`src/rtl/mem_arb_pkg.sv`:
```
// mem_arb_pkg: shared encodings for the memory port arbiter.
//   state_t  - arbiter sequencing states (IDLE, REQ, WAIT_RSP, DONE)
//   owner_t  - which requester owns the in-flight transaction (OWN_IF, OWN_DM)
package mem_arb_pkg;

  typedef enum logic [1:0] {
    IDLE     = 2'd0,
    REQ      = 2'd1,
    WAIT_RSP = 2'd2,
    DONE     = 2'd3
  } state_t;

  typedef enum logic {
    OWN_IF = 1'b0,
    OWN_DM = 1'b1
  } owner_t;

endpackage

```
`src/rtl/mem_arb_timer.sv`:
```
// mem_arb_timer: response timeout counter.
//   clk, rst  - clock, synchronous active-high reset
//   load      - restart counting from zero (asserted as WAIT_RSP is entered)
//   en        - count one elapsed cycle; saturates at LIMIT
//   expired   - current cycle is the LIMIT-th cycle since load
module mem_arb_timer #(
  parameter int LIMIT = 64
) (
  input  logic clk,
  input  logic rst,
  input  logic load,
  input  logic en,
  output logic expired
);

  localparam int CW = $clog2(LIMIT + 1);

  logic [CW-1:0] cnt;

  always_ff @(posedge clk) begin
    if (rst)                              cnt <= '0;
    else if (load)                        cnt <= '0;
    else if (en && cnt != CW'(LIMIT))     cnt <= cnt + CW'(1);
  end

  // cnt is 0 on the first waiting cycle, so LIMIT-1 marks the LIMIT-th one.
  assign expired = (cnt >= CW'(LIMIT - 1));

endmodule

```
`src/rtl/mem_port_arbiter.sv`:
```
// mem_port_arbiter: shares one single-port memory between the fetch port (if_*)
// and the data port (dm_*), one transaction at a time.
//   clk, rst                 - clock, synchronous active-high reset
//   if_req/if_addr           - fetch read request (held until if_done)
//   if_rdata/if_done/if_stall- fetch result, completion pulse, pipeline stall
//   dm_req/dm_we/dm_addr/dm_wdata - data request (held until dm_done)
//   dm_rdata/dm_done/dm_stall- data result, completion pulse, pipeline stall
//   mem_req_*/mem_we/mem_addr/mem_wdata - valid/ready request to memory
//   mem_rsp_valid/mem_rsp_data - one response (or write ack) per request
//   busy                     - a transaction is in flight
//   timeout_err              - sticky, set when a response never arrived
// Optional feature macro: MEM_ARB_STARVE_GUARD_EN (fetch starvation guard).
module mem_port_arbiter
  import mem_arb_pkg::*;
#(
  parameter int AW           = 32,
  parameter int DW           = 32,
  parameter int TIMEOUT      = 64,
  parameter int STARVE_LIMIT = 4
) (
  input  logic          clk,
  input  logic          rst,
  input  logic          if_req,
  input  logic [AW-1:0] if_addr,
  output logic [DW-1:0] if_rdata,
  output logic          if_done,
  output logic          if_stall,
  input  logic          dm_req,
  input  logic          dm_we,
  input  logic [AW-1:0] dm_addr,
  input  logic [DW-1:0] dm_wdata,
  output logic [DW-1:0] dm_rdata,
  output logic          dm_done,
  output logic          dm_stall,
  output logic          mem_req_valid,
  input  logic          mem_req_ready,
  output logic          mem_we,
  output logic [AW-1:0] mem_addr,
  output logic [DW-1:0] mem_wdata,
  input  logic          mem_rsp_valid,
  input  logic [DW-1:0] mem_rsp_data,
  output logic          busy,
  output logic          timeout_err
);

  if (TIMEOUT < 2 || STARVE_LIMIT < 1) begin : g_bad_param
    $error("mem_port_arbiter: TIMEOUT must be >= 2 and STARVE_LIMIT >= 1");
  end

  state_t        state, state_nxt;
  owner_t        owner;
  logic          any_req, grant_dm, force_if, grant;
  logic          expired, finish;
  logic [DW-1:0] rsp_word;

  assign any_req  = if_req | dm_req;
  assign grant    = (state == IDLE) && any_req;
  assign grant_dm = dm_req && !force_if;
  assign finish   = (state == WAIT_RSP) && (mem_rsp_valid || expired);
  assign rsp_word = mem_rsp_valid ? mem_rsp_data : '0;

`ifdef MEM_ARB_STARVE_GUARD_EN
  localparam int SW = $clog2(STARVE_LIMIT + 1);
  logic [SW-1:0] starve_cnt;

  // Counts data grants that left a waiting fetch behind; any fetch grant clears it.
  always_ff @(posedge clk) begin
    if (rst) starve_cnt <= '0;
    else if (grant) begin
      if (!grant_dm)                                    starve_cnt <= '0;
      else if (if_req && starve_cnt != SW'(STARVE_LIMIT)) starve_cnt <= starve_cnt + SW'(1);
    end
  end

  assign force_if = if_req && (starve_cnt >= SW'(STARVE_LIMIT));
`else
  assign force_if = 1'b0;
`endif

  mem_arb_timer #(.LIMIT(TIMEOUT)) u_timer (
    .clk     (clk),
    .rst     (rst),
    .load    ((state == REQ) && mem_req_ready),
    .en      (state == WAIT_RSP),
    .expired (expired)
  );

  always_ff @(posedge clk) begin
    if (rst) state <= IDLE;
    else     state <= state_nxt;
  end

  always_comb begin
    state_nxt     = state;
    mem_req_valid = 1'b0;
    case (state)
      IDLE:     if (any_req) state_nxt = REQ;
      REQ: begin
        mem_req_valid = 1'b1;
        if (mem_req_ready) state_nxt = WAIT_RSP;
      end
      WAIT_RSP: if (mem_rsp_valid || expired) state_nxt = DONE;
      DONE:     state_nxt = IDLE;
      default:  state_nxt = IDLE;
    endcase
  end

  // Request fields are latched at grant so the memory channel never sees
  // live pipeline inputs move underneath an unaccepted request.
  always_ff @(posedge clk) begin
    if (rst) begin
      owner       <= OWN_IF;
      mem_we      <= 1'b0;
      mem_addr    <= '0;
      mem_wdata   <= '0;
      if_rdata    <= '0;
      dm_rdata    <= '0;
      timeout_err <= 1'b0;
    end else begin
      if (grant) begin
        owner     <= grant_dm ? OWN_DM : OWN_IF;
        mem_we    <= grant_dm && dm_we;
        mem_addr  <= grant_dm ? dm_addr : if_addr;
        mem_wdata <= grant_dm ? dm_wdata : '0;
      end
      if (finish) begin
        if (owner == OWN_DM) dm_rdata <= rsp_word;
        else                 if_rdata <= rsp_word;
        if (!mem_rsp_valid) timeout_err <= 1'b1;
      end
    end
  end

  assign busy     = (state != IDLE);
  assign if_done  = (state == DONE) && (owner == OWN_IF);
  assign dm_done  = (state == DONE) && (owner == OWN_DM);
  assign if_stall = if_req && !if_done;
  assign dm_stall = dm_req && !dm_done;

endmodule

```
`config.mk`:
```
export PLATFORM = sky130hd
export DESIGN_NAME = mem_port_arbiter
export DESIGN_NICKNAME = d
export VERILOG_FILES = /design/src/rtl/mem_arb_pkg.sv /design/src/rtl/mem_arb_timer.sv /design/src/rtl/mem_port_arbiter.sv
export SDC_FILE = /design/constraint.sdc
export NUM_CORES = 1
export LEC_CHECK = 0
export BUFFER_PORTS_ARGS = -buffer_cell sky130_fd_sc_hd__buf_2
export CAP_MARGIN = 40
export CORE_MARGIN = 3
export CORE_UTILIZATION = 40
export DETAILED_ROUTE_END_ITERATION = 8
export PLACE_DENSITY = 0.68
export REMOVE_ABC_BUFFERS = 1
export SLEW_MARGIN = 20
export SYNTH_ARGS = -nofsm -noshare
export SYNTH_HDL_FRONTEND = slang
export SYNTH_SLANG_ARGS = --single-unit
export TNS_END_PERCENT = 100
```
`constraint.sdc`:
```
create_clock -name clk -period 2.4 [get_ports clk]
set_clock_uncertainty 0.05 [all_clocks]
set_input_delay 0.72 -clock clk [delete_from_list [all_inputs] [get_ports clk]]
set_output_delay 0.72 -clock clk [all_outputs]
set_load 0.02 [all_outputs]
```
==> flow_metrics.env <==
export IMPL_min_path_type="register to register"
export IMPL_ctsHoldBuffers=0
export IMPL_critPathMaxFanout=4
export IMPL_synth_edff_count=0
export IMPL_crit_required_ps=1630
export IMPL_multi_input_area_sq_um=2540
export IMPL_dr_pass1_iters=4
export IMPL_maxClockFrequency_mhz=455
export IMPL_path_class="register to output pin"
export IMPL_leakage_uw=0.00353
export IMPL_cts_setup_buffers=0
export IMPL_nets=1038
export IMPL_min_from="mem_wdata[20]"
export IMPL_status="complete, no violations"
export IMPL_ys_ff_latch=140
export IMPL_clk_latency_ps=410
export IMPL_grt_use_met3_pct=7.08
export IMPL_grt_max_degree=66
export IMPL_drc=0
export IMPL_ant_nets=0
export IMPL_min_to="mem_wdata[20]"
export IMPL_rrSetupSlack_ps=540
export IMPL_cts_repair_resized=0
export IMPL_crit_arrival_ps=1430
export IMPL_core_sq_um=13500
export IMPL_crit_slowest_cell="dfxtp_1"
export IMPL_io_pins=271
export IMPL_crit_top_cell="inv_1"
export IMPL_worst_slack_ps=205
export IMPL_yosys_top_cells_count="dfxtp_1, a21oi_1, nand3_1"
export IMPL_slew_headroom_pct=59.4
export IMPL_ir_worst_vdd_uv=470
export IMPL_fillers=1267
export IMPL_setup_worst_path_start_class="register"
export IMPL_syn_inst=657
export IMPL_vias=5647
export IMPL_drt_initial_drc_count=482
export IMPL_seq_area_frac_synth_pct=49.6
export IMPL_cts_clk_slew_worst_paths_ps=60
export IMPL_port_buffers=270
export IMPL_finalHoldViolations=0
export IMPL_post_place_ws_ps=277
export IMPL_met1_usage_pct=26.7
export IMPL_setup_viol=0
export IMPL_yosysTopAreaCell="dfxtp_1"
export IMPL_slowest_delay_ps=380
export IMPL_synth_area_top_cells="dfxtp_1, a21oi_1, nand3_1, mux2i_1, o21ai_0"
export IMPL_avgSynthCellArea_sq_um=8.59
export IMPL_synth_warnings=0
export IMPL_regArea_sq_um=2800
export IMPL_initial_core_util_pct=41.8
export IMPL_rows=42
export IMPL_rr_startpoint="state[0]"
export IMPL_cp_cell_sequence="inv_1 > ha_1 > inv_1 > buf_2"
export IMPL_reg2regPathDepth=7
export IMPL_grt_use_met2_pct=33.1
export IMPL_syn_area_sq_um=5650
export IMPL_top_usage_layer="met2"
export IMPL_cts_tree="done"
export IMPL_clock_sinks=140
export IMPL_routed_wl_microns=16900
export IMPL_synth_cell_type_count=36
export IMPL_gr_total_overflow=0
export IMPL_power_density_nw_per_um2=1050
export IMPL_maxCapViolations=0
export IMPL_fin_crit_ps=2200
export IMPL_final_area_sq_um=7740
export IMPL_yosys_most_used_dff="dfxtp_1"
export IMPL_drive_gt1_share_pct=35.4
export IMPL_antenna_found_initial=1
export IMPL_synth_most_common_cell="dfxtp_1"
export IMPL_antennaDiodeCount=0
export IMPL_place_area_sq_um=7100
export IMPL_setup_tns_ps=0
export IMPL_die_area_sq_um=15600
export IMPL_synthArstFlopShare_pct=0
export IMPL_dieHeight_microns=125
export IMPL_grt_pass1_vias=5059
export IMPL_h_tree_depth=4
export IMPL_wl_per_cell_microns=15.6
export IMPL_r2r_end="mem_addr[0]"
export IMPL_gp_congestion=0.824
export IMPL_slew_violations=0
export IMPL_worst_slew_pin_slew_ps=609
export IMPL_dp_hpwl_microns=11800
export IMPL_numCtsBuffers=17
export IMPL_clk_path_buf_depth=2
export IMPL_hold_depth=2
export IMPL_synth_top_area_share_pct=49.6
export IMPL_track_usage_pct=20.8
export IMPL_cp_end_kind="output pin"
export IMPL_areaGrowthSynthToFinish_pct=37.2
export IMPL_fin_crit_sh_pct=91.5
export IMPL_vias_per_cell=5.20
export IMPL_rsz0062_at_grt="false"
export IMPL_grt_pass1_wl_microns=26500
export IMPL_cts_root_buffer="clkbuf_16"
export IMPL_die_x_microns=125
## final cells by class
type                       count  share of cell area (%)
clock buffer                  23                    6.30
inverter                       5                   0.242
timing repair buffer         285                    19.6
sequential                   140                    36.2
multi-input combinational    448                    32.8
clock inverter                 9                    2.05
tap                          176                    2.84
## routing by layer
| metal | share of wire (%) | vias to the layer above |
|---|---|---|
| met5 | 0.077 | - |
| met3 | 9.9 | 20 |
| li1 | - | 2798 |
| met2 | 47 | 270 |
| met4 | 1.5 | 2 |
| met1 | 42 | 2557 |
## sequential cells by signal (all words and copies together) (netlist names)
signal / cells
dm_rdata: 32
if_rdata: 32
mem_addr: 32
mem_wdata: 32
u_timer.cnt: 7
state: 2
mem_we: 1
owner: 1
timeout_err: 1
## worst max-delay path by stage
stage	from	end	depth (start not counted)
floorplan	state[0]	mem_addr[0]	6
global placement	dm_req	mem_addr[25]	6
detailed placement	dm_req	mem_addr[19]	6
CTS	state[0]	busy	4
global route	state[0]	busy	4
finish	state[0]	busy	4
## power breakdown
group	switching (uW)	internal, uW
clock	967	1850
sequential	182	2680
combinational	1640	822
total	2790	5350
## stage by stage
step | hold slack [ps] | util (%) | total power, uW | instances
3_3_place_gp | 386 | 52.6 | 5360 | 1054
5_1_grt | 409 | 57.3 | 8610 | 1086
6_report | 397 | 57.3 | 8150 | 1086
4_1_cts | 399 | 57.3 | 8230 | 1086
2_1_floorplan | 430 | - | 4360 | 593
3_5_place_dp | 392 | 52.6 | 5390 | 1054
## cell families after synthesis
| family | Yosys count | synth area share (%) |
|---|---|---|
| AND/OR/NAND/NOR | 197 | 16.3 |
| XOR/XNOR | 6 | 0.931 |
| AO/OA/AOI/OAI | 205 | 20.2 |
| buffers and inverters | 69 | 5.56 |
| adder cells (fa/ha/maj) | 6 | 1.33 |
| multiplexers | 34 | 6.03 |
| flip-flops | 140 | 49.6 |
## critical path, delay by kind of cell, from the launching register on
| kind | cells | cell delay (ps) |
|---|---|---|
| adder cells (fa/ha/maj) | 1 | 240 |
| flip-flops | 1 | 380 |
| buffers and inverters | 3 | 400 |
## cell usage in the layout (no fill, tap or decap), types with 4 or more instances in the layout
master        n
a211oi_1     32
inv_1         5
a21oi_1     100
ha_1          6
nor2_1       42
buf_4        12
nand2b_1      5
bufinv_16     4
o21ai_0      53
dfxtp_1     140
nand2_1      36
clkbuf_16    17
buf_2       269
o21ai_1      11
xor2_1        5
clkinvlp_4    4
clkbuf_8      4
buf_12        4
nand3_1      99
mux2i_1      34
nor2b_1       5
(Power assumes the default switching activity.)
